### src/rtl/fetch_ctrl.sv
// Instruction fetch controller: issues one memory request at a time, holds the
// fetched word for a stalling consumer, and drops in-flight fetches on redirects.
module fetch_ctrl #(
  parameter int unsigned           WORD_WIDTH = 32,
  parameter logic [WORD_WIDTH-1:0] RESET_PC   = '0
) (
  input  logic                  clk,
  input  logic                  rst,
  input  logic                  stall,
  input  logic                  branch_taken,
  input  logic [WORD_WIDTH-1:0] branch_addr,
  output logic                  mem_req,
  output logic [WORD_WIDTH-1:0] mem_addr,
  input  logic                  mem_ack,
  input  logic [WORD_WIDTH-1:0] mem_rdata,
  output logic                  if_valid,
  output logic [WORD_WIDTH-1:0] if_instr,
  output logic [WORD_WIDTH-1:0] if_pc,
  output logic [15:0]           squash_cnt
);

  localparam int unsigned CNT_W = 16;

  typedef enum logic [1:0] {
    S_IDLE,
    S_REQ,
    S_OUT,
    S_DISCARD
  } state_e;

  state_e                state_q, state_d;
  logic [WORD_WIDTH-1:0] pc_q, pc_d;
  logic [WORD_WIDTH-1:0] req_addr_q, req_addr_d;
  logic                  mem_req_q, mem_req_d;
  logic                  if_valid_q, if_valid_d;
  logic [WORD_WIDTH-1:0] if_instr_q, if_instr_d;
  logic [WORD_WIDTH-1:0] if_pc_q, if_pc_d;
  logic [CNT_W-1:0]      squash_q, squash_d;
  logic [CNT_W-1:0]      squash_inc;
  logic [WORD_WIDTH-1:0] seq_addr;

  assign squash_inc = (squash_q == {CNT_W{1'b1}}) ? squash_q : squash_q + CNT_W'(1);
  assign seq_addr   = req_addr_q + WORD_WIDTH'(4);

  // Next-state logic; branch_taken outranks mem_ack and stall everywhere.
  always_comb begin
    state_d    = state_q;
    pc_d       = pc_q;
    req_addr_d = req_addr_q;
    if_valid_d = if_valid_q;
    if_instr_d = if_instr_q;
    if_pc_d    = if_pc_q;
    squash_d   = squash_q;

    unique case (state_q)
      S_IDLE: begin
        state_d = S_REQ;
        if (branch_taken) begin
          pc_d       = branch_addr;
          req_addr_d = branch_addr;
        end else begin
          req_addr_d = pc_q;
        end
      end

      S_REQ: begin
        if (branch_taken) begin
          pc_d       = branch_addr;
          if_valid_d = 1'b0;
          if (mem_ack) begin
            squash_d   = squash_inc;
            req_addr_d = branch_addr;
          end else begin
            state_d = S_DISCARD;
          end
        end else if (mem_ack) begin
          if_instr_d = mem_rdata;
          if_pc_d    = seq_addr;
          if_valid_d = 1'b1;
          pc_d       = seq_addr;
          state_d    = S_OUT;
        end
      end

      S_OUT: begin
        if (branch_taken) begin
          pc_d       = branch_addr;
          req_addr_d = branch_addr;
          if_valid_d = 1'b0;
          state_d    = S_REQ;
        end else if (!stall) begin
          req_addr_d = pc_q;
          if_valid_d = 1'b0;
          state_d    = S_REQ;
        end
      end

      S_DISCARD: begin
        if (mem_ack) begin
          squash_d = squash_inc;
          state_d  = S_REQ;
          if (branch_taken) begin
            pc_d       = branch_addr;
            req_addr_d = branch_addr;
          end else begin
            req_addr_d = pc_q;
          end
        end else if (branch_taken) begin
          pc_d = branch_addr;
        end
      end

      default: state_d = S_IDLE;
    endcase
  end

  // mem_req is registered from the next state so it mirrors the Moore decode.
  assign mem_req_d = (state_d == S_REQ) || (state_d == S_DISCARD);

  always_ff @(posedge clk or posedge rst) begin
    if (rst) begin
      state_q    <= S_IDLE;
      pc_q       <= RESET_PC;
      req_addr_q <= RESET_PC;
      mem_req_q  <= 1'b0;
      if_valid_q <= 1'b0;
      if_instr_q <= '0;
      if_pc_q    <= '0;
      squash_q   <= '0;
    end else begin
      state_q    <= state_d;
      pc_q       <= pc_d;
      req_addr_q <= req_addr_d;
      mem_req_q  <= mem_req_d;
      if_valid_q <= if_valid_d;
      if_instr_q <= if_instr_d;
      if_pc_q    <= if_pc_d;
      squash_q   <= squash_d;
    end
  end

  assign mem_req    = mem_req_q;
  assign mem_addr   = req_addr_q;
  assign if_valid   = if_valid_q;
  assign if_instr   = if_instr_q;
  assign if_pc      = if_pc_q;
  assign squash_cnt = squash_q;

endmodule
### config.mk
export PLATFORM = sky130hd
export DESIGN_NAME = fetch_ctrl
export DESIGN_NICKNAME = d
export VERILOG_FILES = /design/src/rtl/fetch_ctrl.sv
export SDC_FILE = /design/constraint.sdc
export NUM_CORES = 1
export LEC_CHECK = 0
export CAP_MARGIN = 10
export CELL_PAD_IN_SITES_DETAIL_PLACEMENT = 1
export CELL_PAD_IN_SITES_GLOBAL_PLACEMENT = 2
export CORE_ASPECT_RATIO = 2
export CORE_MARGIN = 2
export CORE_UTILIZATION = 31
export CTS_CLUSTER_SIZE = 14
export DETAILED_ROUTE_END_ITERATION = 12
export PLACE_DENSITY_LB_ADDON = 0.1
export SYNTH_ARGS = -nofsm -noshare
export SYNTH_HDL_FRONTEND = slang
export SYNTH_SLANG_ARGS = --single-unit
export TNS_END_PERCENT = 50
### constraint.sdc
create_clock -name clk -period 8.78 [get_ports clk]
set_input_delay 1.756 -clock clk [delete_from_list [all_inputs] [get_ports clk]]
set_output_delay 1.756 -clock clk [all_outputs]
set_load 0.005 [all_outputs]
* After elaboration in Yosys (flattened, before gate mapping) *
Cells that the tools add are included.

word-level totals
  bits in latches = 0
  memories = 0
  register bits after elaboration = 148
  input bits = 69
  memory bits (read-only) = 0
  bits in writable memories = 0

cells by class
  $mul = 0
  div/mod/pow operators = 0
  $lt $le $gt $ge = 0
  bitwise operators = 1
  equal/unequal tests = 11
  shifts and indexed selects = 0
  reductions and logical operators = 9
  $add $sub $neg = 2
  mux-type cells = 26

operators by type and width
  kind                     count
  $mux W32                 8
  $pmux W32 S4             1
  $pmux W32 S2             1
  $mux W16                 3
  $add A32 B3 Y32 const B  1
  $pmux W16 S2             1
  $add A16 B1 Y16 const B  1
  $eq A16 B16 Y1 const B   1
  $mux W2                  6
  $pmux W2 S4              1
  $eq A2 B2 Y1 const B     3
  $ne A2 B2 Y1 const B     3
  $ne A3 B3 Y1 const B     2
  $reduce_and A3 Y1        2
  $eq A2 B1 Y1 const B     2
  $mux W1                  4
  $reduce_and A4 Y1        1
  $reduce_bool A2 Y1       2
  $reduce_or A3 Y1         1
  $logic_not A2 Y1         1
  $pmux W1 S2              1
  $reduce_and A2 Y1        1
  $logic_or A1 B1 Y1       1
  $not A1 Y1               1

* Longest topological paths before layout *
Gate-level depths: netlist of the first run.

  depth in word-level cells = 5
  depth in mapped cells = 8
  depth with buffers taken out = 6

* Worst setup path before layout of the first run *
OpenSTA, ideal clock, no wires.

  kind = input to register
  from = input branch_taken
  to = register squash_q[9] (netlist: squash_cnt[9])
  stages on the path = 6
  library setup time = 0.123 ns
  path slack = 5.773 ns
  arrival = 2.883 ns
  path buffers = 1
  required time = 8.657 ns
  cell sequence = buf_4 > o21ai_1 > or3_1 > a211oi_2 > nand4_1 > xnor2_1

between the ends
  cells in the longest elaborated chain, start to end = 2

ends and longest elaborated chain
  element                      RTL line  source
  start: declaration           10        input logic branch_taken,
  $ne A2 B2 Y1 (no line)       n/a
  $reduce_and A2 Y1 (no line)  n/a
  end signal: assignment       138       squash_q <= squash_d;
  end: declaration             38        logic [CNT_W-1:0] squash_q, squash_d;

Every way passes these cells.
A chain may end at the register's enable or synchronous reset.

* Final worst setup path of the first run *
  from = input mem_ack
  to = register pc_q[22]

between the ends
  cells in the longest elaborated chain, start to end = 1

ends and longest elaborated chain
  element                 RTL line  source
  start: declaration      14        input logic mem_ack,
  $ne A3 B3 Y1 (no line)  n/a
  end signal: assignment  132       pc_q <= pc_d;
  end: declaration        32        logic [WORD_WIDTH-1:0] pc_q, pc_d;

Every way passes these cells.

==> flow_summary.yaml, run 1 <==
worst_setup_path:
  required_ns: 9.12
  regToRegSetupSlack_ns: 6.38
  rr_worst_depth: 4
  cp.arrival_ns: 3.99
  startpoint_type: "primary input"
  end_kind: "register"
  timing.rr.end: "pc_q[22]$_DFFE_PP0P_"
  crit_fanout: 98
  r2r_start: "state_q[1]$_DFF_PP0_"
  crit_type: "primary input to register"
global_route:
  grt_max_degree: 99
  grt_pass1_wl_um: 34070
  grt_usage_pct: 19.22
  antenna_found_initial: 1
  overflow: 0
  first_global_vias: 6346
final_layout:
  drive_gt1_share_pct: 6.040
  syn_to_final_growth_pct: 38.73
  multi_input_area_mm2: 0.002938
  nNetsFinal: 953
  final-seq-area_mm2: 0.003679
  fin_area_mm2: 0.009439
  fillers: 2488
  diodes: 0
logic_synthesis:
  synth_common_cells: "nand2_1 (219), dfrtp_1 (147), o21ai_0 (66)"
  yosys_warnings: 0
  synthesis.nets: 787
  synth.most_common_cell: "nand2_1"
  synth-edff-count: 0
  yosysSeqAreaShare_pct: 54.06
  syn_inst: 716
  netlist_area_mm2: 0.006804
  synth_area_leader_cell: "dfrtp_1"
  ys_async_sr_fraction_pct: 100.0
  synth_seq_cells: 147
  yosysTopAreaCellShare_pct: 54.06
  avgSynthCellArea_um2: 9.503
  synth_cell_types: 44
  synth_ff_type: "dfrtp_1"
  synth_area_leaders: "dfrtp_1 (54%), nand2_1 (12%), mux2i_1 (5.6%)"
die:
  die_x_um: 108.8
  io_pins: 183
  die-area_mm2: 0.02322
  core_mm2: 0.02159
  num_rows: 76
  die_h_um: 213.5
  initial_core_util_pct: 31.52
min_path:
  hp-start: "if_instr[19]$_DFFE_PP0P_"
  holdPathStages: 2
  hold_class: "register to register"
  hold_path_end: "if_instr[19]$_DFFE_PP0P_"
timing:
  fin_crit_ns: 3.658
  hold_viol: 0
  finalCritPeriodShare_pct: 41.66
  drv_slew: 0
  fmax_mhz: 273.4
  setup_tns_ns: 0
  finalSetupViolCount: 0
  skew_ns: 0.008814
  worst_pin_slew_ns: 1.099
  slew_headroom_pct: 26.76
  rsz0062_at_grt: "false"
route:
  wl_um: 21190
  vias_per_cell: 4.950
  wl_per_cell_um: 18.16
  ant_nets: 0
  vias: 5777
  drt_first_pass_iters: 4
  drt-initial-drc-count: 147
  drc: 0
clocking:
  numCtsBuffers: 17
  cts_max_level: 4
  root_buffer: "clkbuf_16"
  clock-sinks: 147
  post_cts_buffers: 0
  cts_resized: 0
  clk_pin_slew_ns: 0.06
  clk-insertion-delay-late_ns: 0.42
  cts_tree: "yes"
  cts_hold_buf: 0
  cts_buffer_depth: 2
pwr:
  ir_drop_mv: 0.1157
  p_leak_nw: 4.107
  powerDensity_mw_per_mm2: 259.2
place:
  gp_congestion: 0.7783
  placed_cell_area_mm2: 0.008855
  io_buffers: 182
  dp_hpwl_um: 14640
outcome:
  outcome: "finished clean"
run:
  maxCapViolCount: 0
logic make-up (layout without fill, tap and decap cells):
logic type | after synthesis | after routing | synth area share [%]
compound gates | 119 | 119 | 10.45
xor+xnor | 39 | 39 | 5.020
fa+ha+maj | 2 | 2 | 0.3677
buf+inv | 51 | 229 | 3.310
flops | 147 | 147 | 54.06
mux | 39 | 39 | 5.756
simple gates | 319 | 319 | 21.04
power by group:
part	switching, mW	total, mW	internal (mW)
sequential	0.164	1.02	0.855
combinational	0.303	0.714	0.411
clock	0.275	0.713	0.438
total	0.741	2.45	1.70
sequential cells by signal (all words and copies together) (netlist names):
signal      count
state_q         1
mem_addr       32
squash_cnt     16
mem_req         1
if_pc          32
if_instr       32
if_valid        1
pc_q           32
critical path, stage by stage:
cell and delay, ns:
clkdlybuf4s50_1 0.53, nand3b_4 0.36, or2_4 0.93, a21oi_1 0.14, nor3_1 0.24
stage by stage:
step | power (mW) | hold WS (ns) | setup WS [ns] | utilization, % | instances
2_1_floorplan | 1.284 | 0.4697 | 3.073 | - | 716
3_3_place_gp | 1.737 | 0.4569 | 4.431 | 41.02 | 1135
3_5_place_dp | 1.763 | 0.4638 | 4.397 | 41.02 | 1135
4_1_cts | 2.496 | 0.4785 | 4.850 | 43.64 | 1166
5_1_grt | 2.614 | 0.4870 | 4.923 | 43.73 | 1167
6_report | 2.446 | 0.4717 | 5.122 | 43.73 | 1167
how the worst max path moves through the flow:
stage | startpoint | to | cells past startpoint | slack (ns)
after floorplan | rst | if_instr[0]$_DFFE_PP0P_ | 1 | 3.07
after global placement | mem_ack | pc_q[27]$_DFFE_PP0P_ | 6 | 4.43
after detailed placement | mem_ack | pc_q[27]$_DFFE_PP0P_ | 6 | 4.40
after CTS | mem_ack | pc_q[27]$_DFFE_PP0P_ | 6 | 4.85
after global routing | mem_ack | pc_q[22]$_DFFE_PP0P_ | 5 | 4.92
final | mem_ack | pc_q[22]$_DFFE_PP0P_ | 5 | 5.12
placed cells by master (no fill, tap or decap), types with 2 or more instances in the layout:
cell,Yosys,layout
nor2_1,30,29
clkbuf_16,0,17
or3_1,3,3
o21ai_1,3,2
dfrtp_1,147,147
buf_4,7,5
nor3_1,11,10
a221oi_2,2,2
clkbuf_8,0,3
xor2_1,23,23
a21o_1,6,6
clkinv_2,0,3
and3_1,5,5
clkbuf_1,24,6
nor3_4,2,2
xnor2_1,16,16
nand3_1,18,18
a211oi_1,6,6
a21oi_1,18,17
nand4_1,12,12
nor4_1,3,3
clkdlybuf4s50_1,0,181
ha_1,2,2
nor2b_1,3,3
bufinv_16,0,2
inv_1,10,9
nand4_4,2,2
mux2i_1,38,38
o21ai_0,66,66
nor3_2,1,2
nor3b_1,3,3
nand2_1,219,219
o221ai_1,11,11
cell type report:
class,count,share of cell area (%)
Clock buffer,26,5.183
Clock inverter,5,0.7953
Inverter,10,0.4507
Multi-Input combinational cell,518,31.12
Sequential cell,147,38.97
Tap cell,273,3.619
Timing Repair Buffer,188,19.86
layer usage:
metal | track usage [%] | wire length, µm
met1 | 20.47 | 8070
met2 | 36.12 | 11710
met3 | 5.167 | 1071
met4 | 5.968 | 334
met5 | 0 | 10
No activity file was read; power rests on OpenSTA's default activity.
==> run 2, diff against run 1 <==
--- a/config.mk
+++ b/config.mk
@@ -10,7 +10,7 @@
 export CELL_PAD_IN_SITES_GLOBAL_PLACEMENT = 2
 export CORE_ASPECT_RATIO = 2
 export CORE_MARGIN = 2
-export CORE_UTILIZATION = 31
+export CORE_UTILIZATION = 26
 export CTS_CLUSTER_SIZE = 14
 export DETAILED_ROUTE_END_ITERATION = 12
 export PLACE_DENSITY_LB_ADDON = 0.1
==> constraint.sdc (replaced) <==
create_clock -name clk -period 3 [get_ports clk]
set_input_delay 0.6 -clock clk [delete_from_list [all_inputs] [get_ports clk]]
set_output_delay 0.6 -clock clk [all_outputs]
set_load 0.005 [all_outputs]
==> flow_summary.yaml, run 2 (same netlist as run 1, synthesis figures left out) <==
clocking:
  clk-insertion-delay-late_ns: 0.44
  cts_tree: "yes"
  numCtsBuffers: 17
  cts_hold_buf: 0
  cts_max_level: 4
  cts_resized: 0
  post_cts_buffers: 0
  cts_buffer_depth: 2
  root_buffer: "clkbuf_16"
  clock-sinks: 147
  clk_pin_slew_ns: 0.06
global_route:
  overflow: 0
  first_global_vias: 6570
  grt_usage_pct: 17.35
  use_met3_pct: 4.191
  use_met2_pct: 33.16
  antenna_found_initial: 1
  grt_max_degree: 65
  grt_pass1_wl_um: 36960
  grtUsageMet1_pct: 18.64
  top_usage_layer: "met2"
min_path:
  hp-start: "if_instr[15]$_DFFE_PP0P_"
  hold_class: "register to register"
  holdPathStages: 2
run:
  maxCapViolCount: 0
timing:
  setup_tns_ns: 0
  finalSetupViolCount: 0
  skew_ns: 0.006756
  rsz0062_at_grt: "false"
  finalCritPeriodShare_pct: 74.81
  fin_crit_ns: 2.244
  drv_slew: 0
  fmax_mhz: 445.6
  slew_headroom_pct: 56.56
  worst_pin_slew_ns: 0.6502
  fin_ws_ns: 0.7557
  hold_viol: 0
worst_setup_path:
  cp-startpoint: "mem_req$_DFF_PP0_"
  path_cells: "clkdlybuf4s50_1"
  cpPeakStageDelay_ns: 0.62
  cpMaxStageDelayCell: "dfrtp_1"
  r2r_start: "mem_addr[14]$_DFFE_PP0P_"
  regToRegSetupSlack_ns: 0.81
  end_kind: "output port"
  crit_type: "register to output port"
  path_depth: 1
  crit_fanout: 8
  crit_buf_inv: 1
  crit_family: "flip-flops"
  required_ns: 2.40
  rr_worst_depth: 5
  startpoint_type: "register"
  cp.arrival_ns: 1.64
route:
  drt_first_pass_iters: 6
  wl_per_cell_um: 18.43
  wl_um: 22950
  drc: 0
  ant_nets: 0
  drt-initial-drc-count: 157
  vias: 5793
  vias_per_cell: 4.653
final_layout:
  diodes: 0
  fillers: 3013
  final_cell_mix: "nand2_1 (219), clkdlybuf4s50_1 (181), dfrtp_1 (147), o21ai_0 (66), mux2i_1 (38)"
  fin_cells: 1245
  syn_to_final_growth_pct: 41.63
  multi_input_area_mm2: 0.002938
  final-seq-area_mm2: 0.003679
  nNetsFinal: 964
  mostFrequentLayoutCell: "nand2_1"
  drive_gt1_share_pct: 7.403
place:
  io_buffers: 182
  place_ws_ns: 0.5015
  dpl.cell_count: 1214
  gp_congestion: 0.7561
  dp_hpwl_um: 16720
die:
  num_rows: 83
  die-area_mm2: 0.02756
  io_pins: 183
  die_x_um: 118.4
  core_mm2: 0.02575
  initial_core_util_pct: 26.42
  die_h_um: 232.8
pwr:
  p_leak_nw: 4.172
  powerDensity_mw_per_mm2: 738.8
  ir_drop_mv: 0.3557
outcome:
  outcome: "finished clean"
[run 2: area by class of cell]
cell class / instances / area share (%)
multi-input combinational: 518 / 30.49
timing repair buffer: 199 / 20.96
clock inverter: 5 / 0.2597
sequential: 147 / 38.17
tap: 340 / 4.414
clock buffer: 26 / 5.284
inverter: 10 / 0.4285
[run 2: worst paths after layout]
path                                             to
hold reg to reg            if_instr[15]$_DFFE_PP0P_
setup / recovery                            mem_req
max in group asynchronous      pc_q[26]$_DFFE_PP0P_
hold / removal             if_instr[15]$_DFFE_PP0P_
min in group asynchronous  if_instr[17]$_DFFE_PP0P_
setup reg to reg               pc_q[29]$_DFFE_PP0P_
[run 2: per-stage QoR]
| stage | hold WS [ns] | area (µm²) | power [mW] | util, % |
|---|---|---|---|---|
| 6_report | 0.4762 | 9637 | 7.119 | 37.42 |
| 5_1_grt | 0.4981 | 9637 | 7.614 | 37.42 |
| 4_1_cts | 0.4836 | 9637 | 7.285 | 37.42 |
| 3_5_place_dp | 0.4688 | 9102 | 5.248 | 35.34 |
| 3_3_place_gp | 0.4590 | 9102 | 5.170 | 35.34 |
| 2_1_floorplan | 0.4697 | 6808 | 3.759 | - |
[run 2: report_power, final]
group          switching, mW  internal [mW]
clock network          0.820           1.15
logic                  0.914           1.24
registers              0.490           2.50
[run 2: metal layers]
layer | vias to the layer above | routed length, µm
li1 | 2765 | -
met1 | 2867 | 8969
met2 | 135 | 12690
met3 | 24 | 914
met4 | 2 | 360
met5 | - | 16
==> patch, RTL diff (flow settings as in run 2) <==
Put one more register stage on the output `squash_cnt`. The value now appears one clock later. The other outputs are not delayed to match.
--- a/src/rtl/fetch_ctrl.sv
+++ b/src/rtl/fetch_ctrl.sv
@@ -144,6 +144,8 @@
   assign if_valid   = if_valid_q;
   assign if_instr   = if_instr_q;
   assign if_pc      = if_pc_q;
-  assign squash_cnt = squash_q;
+  always_ff @(posedge clk) begin
+    squash_cnt <= squash_q;
+  end
 
 endmodule
Behaviour: not the same (a bounded check fails within 4 cycles, from zero or initial values and one cycle with rst high).
==> patch against run 2 <==
Synthesized area up 4.7%; largest cell class unchanged; via count up 2.2%; wire length up 6.0%; non-clock buffer count up 3; worst setup slack worse by 0.16 ns; cell area up 4.9%; total power up 10%; sequential cell count up 16; sequential share of layout area up 1.4 points.
==> patch: results <==
export IMPL_clock_root_buffer="clkbuf_16"
export IMPL_grt_pass1_vias=6737
export IMPL_clkTransAtPathRegs_ns=0.07
export IMPL_drt_iter0_markers=144
export IMPL_final_layout_size_suffix_gt1_share_pct=7.197
export IMPL_p_leak_nw=4.363
export IMPL_crit_arrival_ns=2.71
export IMPL_irDropWorstVdd_v=0.0004313
export IMPL_ys_top_cells_by_area="dfrtp_1 52%, nand2_1 11%, mux2i_1 5.2%"
export IMPL_syn_num_nets=812
export IMPL_worstHoldPathCells=0
export IMPL_firstDrtPassIters=5
export IMPL_placed_area_mm2=0.009420
export IMPL_track_usage_pct=17.62
export IMPL_vias_per_cell=4.630
export IMPL_dp_hpwl_mm=17.91
export IMPL_ys_types=45
export IMPL_antenna_found_initial=1
export IMPL_clockBufferDepth=2
export IMPL_status="finished, final reports clean"
export IMPL_final_nets=989
export IMPL_ys_flop_type="dfrtp_1"
export IMPL_yosysSeqAreaShare_pct=56.11
export IMPL_skew_ns=0.007124
export IMPL_antennaDiodeCount=0
export IMPL_ys_async_sr_fraction_pct=90.18
export IMPL_grt_pass1_wl_mm=38.36
export IMPL_netlist_top_cells_count="215 x nand2_1, 147 x dfrtp_1, 73 x o21ai_0, 37 x mux2i_1, 34 x nor2_1"
export IMPL_place_gp_congestion=0.7363
export IMPL_path_max_fanout=9
export IMPL_r2r_cells=6
export IMPL_wl_per_cell_um=19.03
export IMPL_n_fill_cell=3053
export IMPL_grt_start_max_net_pins=47
export IMPL_slew_headroom_pct=48.68
patch: cell type report:
| cell class | instances | area [um^2] | share of cell area (%) |
|---|---|---|---|
| timing repair buffer | 202 | 2017 | 19.96 |
| clock buffer | 26 | 616.8 | 6.103 |
| multi-input combinational | 528 | 2943 | 29.12 |
| tap | 348 | 435.4 | 4.308 |
| inverter | 6 | 26.28 | 0.2600 |
| clock inverter | 6 | 70.07 | 0.6932 |
| sequential | 163 | 3999 | 39.56 |
patch: routing by layer:
layer / up-vias / track usage, % / part of all wire [%]
met5: - / 0 / 0.053
met4: 2 / 6.801 / 2.6
met3: 34 / 4.087 / 4.5
met2: 141 / 34.01 / 57
met1: 2911 / 17.74 / 36
li1: 2834 / - / -
patch: worst paths after layout:
kind | startpoint | to | slack (ns)
min in group asynchronous | rst | if_instr[17]$_DFFE_PP0P_ | 0.54
setup / recovery | mem_addr[2]$_DFFE_PP0P_ | pc_q[26]$_DFFE_PP0P_ | 0.60
max in group asynchronous | rst | pc_q[30]$_DFFE_PP0P_ | 1.88
setup reg to reg | mem_addr[2]$_DFFE_PP0P_ | pc_q[26]$_DFFE_PP0P_ | 0.60
hold reg to reg | squash_q[7]$_DFFE_PP0P_ | squash_cnt[7]$_DFF_P_ | 0.44
hold / removal | squash_q[7]$_DFFE_PP0P_ | squash_cnt[7]$_DFF_P_ | 0.44
patch: critical path, cell delays in order (launching register included):
cell and delay, ns:
dfrtp_1 0.51, ha_1 0.32, nand3_1 0.29, nor3_4 0.55, nand3_1 0.18, xor2_1 0.27, o221ai_1 0.14
patch: report_power, final:
group | switching [W] | internal, W | total, W
logic | 0.000929 | 0.00122 | 0.00215
registers | 0.000492 | 0.00275 | 0.00324
clock network | 0.000940 | 0.00151 | 0.00245
total | 0.00236 | 0.00548 | 0.00784
patch: kinds of logic (layout without fill, tap and decap cells):
group           after synthesis  after routing  share of synthesized area (%)
simple gates                323            323                          20.35
flops                       163            163                          56.11
xor+xnor                     39             39                          4.793
fa+ha+maj                     2              2                         0.3511
mux                          39             39                          5.513
buf+inv                      50            240                          3.020
compound gates              125            125                          9.867
patch: metrics by stage:
step / hold WS [ns] / worst slack [ns] / instances / power (W) / util [%]
final: 0.4380 / 0.5971 / 1279 / 0.007845 / 37.56
after global routing: 0.4532 / 0.3777 / 1279 / 0.008349 / 37.56
after CTS: 0.4389 / 0.4939 / 1279 / 0.008012 / 37.56
after detailed placement: 0.4219 / 0.4232 / 1247 / 0.005511 / 35.01
after global placement: 0.4284 / 0.5009 / 1247 / 0.005433 / 35.01
after floorplan: 0.3884 / 0.5530 / 741 / 0.004003 / -
